**src/rtl/pixel_stream_framer.sv**
```systemverilog
// pixel_stream_framer: tags raw pixels with frame position and emits
// a registered sop/eop framed stream, flagging truncated frames.
module pixel_stream_framer #(
    parameter int DATA_W  = 8,
    parameter int COL_NUM = 640,
    parameter int ROW_NUM = 480,
    parameter int COL_W   = 10,
    parameter int ROW_W   = 9
) (
    input  logic              clk,
    input  logic              rst_n,
    input  logic              frame_start,
    input  logic [DATA_W-1:0] pix_in,
    input  logic              pix_in_vld,
    output logic [DATA_W-1:0] dout,
    output logic              dout_vld,
    output logic              dout_sop,
    output logic              dout_eop,
    output logic              busy,
    output logic              frame_err
);

    typedef enum logic {
        IDLE,
        ACTIVE
    } state_t;

    localparam logic [COL_W-1:0] COL_LAST = COL_W'(COL_NUM - 1);
    localparam logic [ROW_W-1:0] ROW_LAST = ROW_W'(ROW_NUM - 1);

    state_t           state;
    state_t           state_nxt;
    logic [COL_W-1:0] col_cnt;
    logic [COL_W-1:0] col_nxt;
    logic [ROW_W-1:0] row_cnt;
    logic [ROW_W-1:0] row_nxt;

    logic             accept;
    logic [COL_W-1:0] pos_col;
    logic [ROW_W-1:0] pos_row;
    logic             is_first;
    logic             is_last;
    logic             trunc;

    // Position of this cycle's pixel; frame_start overrides the counters.
    always_comb begin
        accept   = pix_in_vld && ((state == ACTIVE) || frame_start);
        pos_col  = frame_start ? '0 : col_cnt;
        pos_row  = frame_start ? '0 : row_cnt;
        is_first = (pos_col == '0) && (pos_row == '0);
        is_last  = (pos_col == COL_LAST) && (pos_row == ROW_LAST);
        trunc    = frame_start && (state == ACTIVE)
                   && ((col_cnt != '0) || (row_cnt != '0));
    end

    // Next state and counter advance.
    always_comb begin
        state_nxt = state;
        col_nxt   = col_cnt;
        row_nxt   = row_cnt;
        if (frame_start) begin
            state_nxt = ACTIVE;
            col_nxt   = '0;
            row_nxt   = '0;
        end
        if (accept) begin
            if (is_last) begin
                state_nxt = IDLE;
                col_nxt   = '0;
                row_nxt   = '0;
            end else if (pos_col == COL_LAST) begin
                state_nxt = ACTIVE;
                col_nxt   = '0;
                row_nxt   = pos_row + 1'b1;
            end else begin
                state_nxt = ACTIVE;
                col_nxt   = pos_col + 1'b1;
                row_nxt   = pos_row;
            end
        end
    end

    // State and position counters.
    always_ff @(posedge clk or negedge rst_n) begin
        if (!rst_n) begin
            state   <= IDLE;
            col_cnt <= '0;
            row_cnt <= '0;
        end else begin
            state   <= state_nxt;
            col_cnt <= col_nxt;
            row_cnt <= row_nxt;
        end
    end

    // Registered output stage; dout holds when nothing is accepted.
    always_ff @(posedge clk or negedge rst_n) begin
        if (!rst_n) begin
            dout      <= '0;
            dout_vld  <= 1'b0;
            dout_sop  <= 1'b0;
            dout_eop  <= 1'b0;
            frame_err <= 1'b0;
        end else begin
            if (accept) begin
                dout <= pix_in;
            end
            dout_vld  <= accept;
            dout_sop  <= accept && is_first;
            dout_eop  <= accept && is_last;
            frame_err <= trunc;
        end
    end

    assign busy = (state == ACTIVE);

endmodule

```
**config.mk**
```make
export PLATFORM = sky130hd
export DESIGN_NAME = pixel_stream_framer
export DESIGN_NICKNAME = d
export VERILOG_FILES = /design/src/rtl/pixel_stream_framer.sv
export SDC_FILE = /design/constraint.sdc
export NUM_CORES = 1
export LEC_CHECK = 0
export ABC_AREA = 1
export BUFFER_PORTS_ARGS = -buffer_cell sky130_fd_sc_hd__buf_4
export CORE_ASPECT_RATIO = 1.75
export CORE_UTILIZATION = 57
export CTS_CLUSTER_SIZE = 16
export DETAILED_ROUTE_END_ITERATION = 10
export PLACE_DENSITY = 0.79
export SETUP_SLACK_MARGIN = 0.15
export SYNTH_ARGS = -nofsm -noshare
export SYNTH_HDL_FRONTEND = slang
export SYNTH_SLANG_ARGS = --single-unit
```
**constraint.sdc**
```tcl
create_clock -name clk -period 1.7 [get_ports clk]
set_input_delay 0.17 -clock clk [delete_from_list [all_inputs] [get_ports clk]]
set_output_delay 0.17 -clock clk [all_outputs]
set_load 0.005 [all_outputs]
```
; After elaboration in Yosys (flattened, before gate mapping)
; Index checks and enable logic that the tools add are counted.
; Widths: inputs -> output; s select.
[totals]
regBits = 32
latchBits = 0
ramBits = 0
romBits = 0
input_bits = 12
output_inout_bits = 13
word_cells = 37
n_memories = 0
[op_classes]
addsub = 2
n_mul = 0
div_mod_pow = 0
magnitude_cmp = 0
eq_ne = 2
shifts = 0
n_mux = 11
bitwise_logic = 0
reduce_logical = 14
[op_table]
columns = op, n
row1 = $mux 10, 4
row2 = $mux 9, 4
row3 = $add 10x1->10 const B, 1
row4 = $eq 10x10->1 const B, 1
row5 = $logic_not 10->1, 1
row6 = $reduce_bool 10->1, 1
row7 = $add 9x1->9 const B, 1
row8 = $eq 9x9->1 const B, 1
row9 = $logic_not 9->1, 1
row10 = $reduce_bool 9->1, 1
row11 = $logic_and 1x1->1, 7
row12 = $mux 1, 3
row13 = $logic_or 1x1->1, 2
row14 = $reduce_bool 2->1, 1

; Longest topological paths before layout
[depth]
word_depth = 5
depth_mapped = 16
depth_no_buf = 13

; Least setup slack after synthesis
; OpenSTA, ideal clock, no wires.
[synth_timing]
path_kind = in2reg
start = in frame_start
end = reg row_cnt[4]
setup_time_ns = 0.112
arrival_time_ns = 1.658
t_required_ns = 1.588
setup_slack_ns = -0.070
cell_stages = 16
path_buffers = 3
cell_sequence = buf_6 inv_4 buf_12 buf_6 nand2_1 inv_1 ha_1 nand2_1 nor2_4 nand2_1 nor2_2 inv_2 nor2_8 inv_2 nand3_2 inv_2
[synth_via]
elab_chain_len = 5
elab_cells_between_ends = 11
classes_between = add/sub: 1 / eq/ne: 2 / mux: 5 / reduce/logical: 3
[synth_rtl]
columns = element, line
row1 = from (decl), 12  ; input logic frame_start,
row2 = $mux 9 or $mux 10 (tied branches), -
row3 = $add 9x1->9 (tied with other cells), 74  ; row_nxt = pos_row + 1'b1;
row4 = $mux 9 or $logic_and 1x1->1 (tied branches), "71, 51"
row5 = $mux 9, 67  ; if (is_last) begin
row6 = $mux 9 *, 66  ; if (accept) begin
row7 = net row_nxt[4], 36  ; logic [ROW_W-1:0] row_nxt;
row8 = to (signal assigned), 92  ; row_cnt <= row_nxt;
row9 = to (decl), 35  ; logic [ROW_W-1:0] row_cnt;
; The timed path passes the listed nets; every way through them passes the cells marked *.
; A chain may end at the register's enable or synchronous reset.

; Final worst setup path
[layout_timing]
start = reg col_cnt[1]
end = reg row_cnt[7]
[layout_via]
elab_chain_len = 5
elab_cells_between_ends = 6
classes_between = eq/ne: 1 / mux: 4 / reduce/logical: 1
[layout_rtl]
columns = element, line
row1 = from (decl), 33  ; logic [COL_W-1:0] col_cnt;
row2 = from (signal assigned), 91  ; col_cnt <= col_nxt;
row3 = $mux 10 *, -
row4 = $eq 10x10->1 *, "51, 71"
row5 = $mux 9 or $logic_and 1x1->1 (tied branches), "71, 51"
row6 = $mux 9 *, 67
row7 = $mux 9 *, 66
row8 = net row_nxt[7], 36
; Marked as above.

==> impl_metrics.ini <==
[status]
run_status = finished, final reports clean

[run]
cap_violations = 0

[critical_path]
worstPathCellList = nand2_1 -> inv_1 -> ha_2 -> nand2_2 -> nor2_4 -> nand3_1 -> nor2_1 -> nand3_1 -> nand2_1 -> nand2_1 -> nor2_1
cp_common_cell = nand2_1
reg2reg_slack_ns = 0.09
crit_arrival_ns = 1.82
cp_slowest_stage_delay_ns = 0.39
path_buf_inv = 1
regToRegStartpoint = col_cnt[1]$_DFF_PN0_
cp.required_ns = 1.92
cp_max_fo = 4
r2r_end = row_cnt[7]$_DFF_PN0_
endpoint_kind = register
rr_worst_depth = 11
crit_family = simple AND/OR/NAND/NOR gates
startpoint_type = register
worstSetupPathType = register to register
slowest_stage = dfrtp_1

[synth]
synth_fp_nets = 278
synth.distinct_cells = 34
synth-seq-cells = 32
ys_seq_area_share_pct = 40.87
synth_area_um2 = 1959
synthCells = 263
syn_area_per_cell_um2 = 7.450
yosysWarnings = 0

[min_path]
min_to = dout[0]$_DFFE_PN0P_
worst_hold_path_type = primary input to register
hold_depth = 3
min-delay-start = pix_in[0]

[cts]
htreeDepth = 2
path_clk_slew_ns = 0.07
cts_max_path_buffers = 2
numClockSinks = 32
cts-root-buf = clkbuf_8
clkLatencyLatePin_ns = 0.28
cts_tree = yes
cts_buffers = 5

[layout]
layout_common_cells = nand2_1, buf_4, dfrtp_1
final_common_cell = nand2_1
layout.nets = 326
final.fill_count = 234
final_cell_count_no_fill = 354
antenna_cells = 0
drive_above_1_share_pct = 32.15
regArea_um2 = 800.8
multi_input_area_um2 = 1032
areaGrowthSynthToFinish_pct = 28.16

[global_route]
track_usage_pct = 30.55
grt_pass1_vias = 1832
grt_max_degree = 33
gr-total-overflow = 0
grt_pass1_wl_um = 7983
antenna_found_initial = 0

[sta]
timing.fmax_ghz = 0.6230
worst_hold_slack_ns = 0.08521
slew_headroom_pct = 73.15
setup-tns-final_ns = 0
fin_skew_ns = 0.007484
timing.final.crit_period_ns = 1.605
setup_violations = 0
timing.final.crit_share_pct = 94.42
rsz0062_at_grt = true
slew_violations = 0
setup_ws_ns = 0.09489
finalHoldViolCount = 0
tightest_slew_ns = 0.4027

[floorplan]
dieWidth_um = 46.32
die_h_um = 79.56
boundaryPins = 25
die_area_um2 = 3685
rows = 27
initial_utilization_pct = 61.05
core_um2 = 3209

[place]
portBuffers = 24
pre_cts_slack_ns = 0.01573
gp_congestion = 1.003
dp.final_hpwl_um = 3609
dp_cells = 335

[routing]
wirelength_um = 5092
first_pass_iters = 5
dr_total_vias = 1910
avgRoutedWirePerCell_um = 14.38
antenna_left = 0
drc_errors = 0
routed_via_density = 5.395
drt_iter0_markers = 50

[power_and_ir_drop]
ir_drop_mv = 0.5970
leakage_nw = 1.341
powerDensity_nw_per_um2 = 651.7
metrics by stage:
stage / instance area (µm²) / total power, mW / utilization, %
2_1_floorplan: 2012 / 0.9107 / -
5_1_grt: 2511 / 1.698 / 78.25
4_1_cts: 2396 / 1.632 / 74.66
3_3_place_gp: 2275 / 1.002 / 70.88
3_5_place_dp: 2275 / 1.006 / 70.88
6_report: 2511 / 1.636 / 78.25
cell families after synthesis:
family | share of synthesized area (%)
compound gates | 4.725
xor+xnor | 1.341
fa+ha+maj | 1.916
buf+inv | 10.03
flops | 40.87
simple gates | 41.12
worst max-delay path by stage:
stage / start / endpoint / slack [ns] / depth (start not counted)
2_1_floorplan: frame_start / row_cnt[1]$_DFF_PN0_ / 0.05 / 16
5_1_grt: col_cnt[1]$_DFF_PN0_ / row_cnt[7]$_DFF_PN0_ / -0.03 / 11
4_1_cts: row_cnt[0]$_DFF_PN0_ / row_cnt[1]$_DFF_PN0_ / 0.14 / 12
3_5_place_dp: row_cnt[0]$_DFF_PN0_ / row_cnt[3]$_DFF_PN0_ / 0.02 / 12
6_report: col_cnt[1]$_DFF_PN0_ / row_cnt[7]$_DFF_PN0_ / 0.09 / 11
3_3_place_gp: row_cnt[0]$_DFF_PN0_ / row_cnt[1]$_DFF_PN0_ / 0.02 / 12
final cells by class:
| class | count | share of cell area, % |
|---|---|---|
| Inverter | 36 | 6.079 |
| Multi-Input combinational cell | 189 | 41.11 |
| Tap cell | 43 | 2.142 |
| Timing Repair Buffer | 47 | 14.95 |
| Clock buffer | 7 | 3.837 |
| Sequential cell | 32 | 31.89 |
cells in the mapped netlist:
cell,count,area [µm²]
a21oi_1,3,15.01
a31oi_1,1,6.260
buf_12,1,20.02
buf_6,2,22.52
clkbuf_1,3,11.26
clkinv_4,1,8.760
dfrtp_1,32,800.8
ha_1,3,37.54
inv_1,29,108.9
inv_2,5,18.77
inv_4,1,6.260
nand2_1,87,326.6
nand2_2,5,31.28
nand2_4,1,11.26
nand3_1,22,110.1
nand3_2,2,20.02
nand3_4,1,17.52
nand3b_1,1,7.510
nand4_1,7,43.79
nor2_1,29,108.9
nor2_2,3,18.77
nor2_4,2,22.52
nor2_8,1,20.02
nor3_1,2,10.01
nor3_4,2,32.53
nor4_1,3,18.77
o21ai_0,5,25.02
o21ai_1,2,10.01
o21ai_2,1,8.760
o21ai_4,1,16.27
o21bai_2,1,11.26
or2_2,1,6.260
xnor2_1,1,8.760
xor2_1,2,17.52
worst register-to-register path, delay by kind of cell (launching register included):
family	cells	cell delay, ns
flops	1	0.39
fa+ha+maj	1	0.20
simple gates	9	0.90
buf+inv	1	0.06
registers in the layout, summed over array words and instances, names as in the netlist:
register / cells
dout_sop: 1
dout_vld: 1
frame_err: 1
dout: 8
col_cnt: 10
row_cnt: 9
dout_eop: 1
busy: 1
metal layers:
metal / global-route usage [%] / share of wire [%]
met5: 0 / 0
met4: 16.18 / 4.5
met3: 6.561 / 5.2
met2: 53.89 / 55
met1: 31.09 / 36
power breakdown:
part           switching, mW  total, mW  leakage [nW]  internal, mW
Combinational          0.107      0.204         0.872        0.0973
Sequential            0.0175      0.809         0.419         0.792
Clock                  0.263      0.623        0.0503         0.360
repair_timing:
action,4_1_cts,5_1_grt
endpoints found under the hold margin,32,0
setup buffers,1,10
gates resized for setup,2,16
endpoints found under the setup margin,10,15
pin swaps,1,11
hold buffers,1,0
Power figures use the tool's default switching activity.
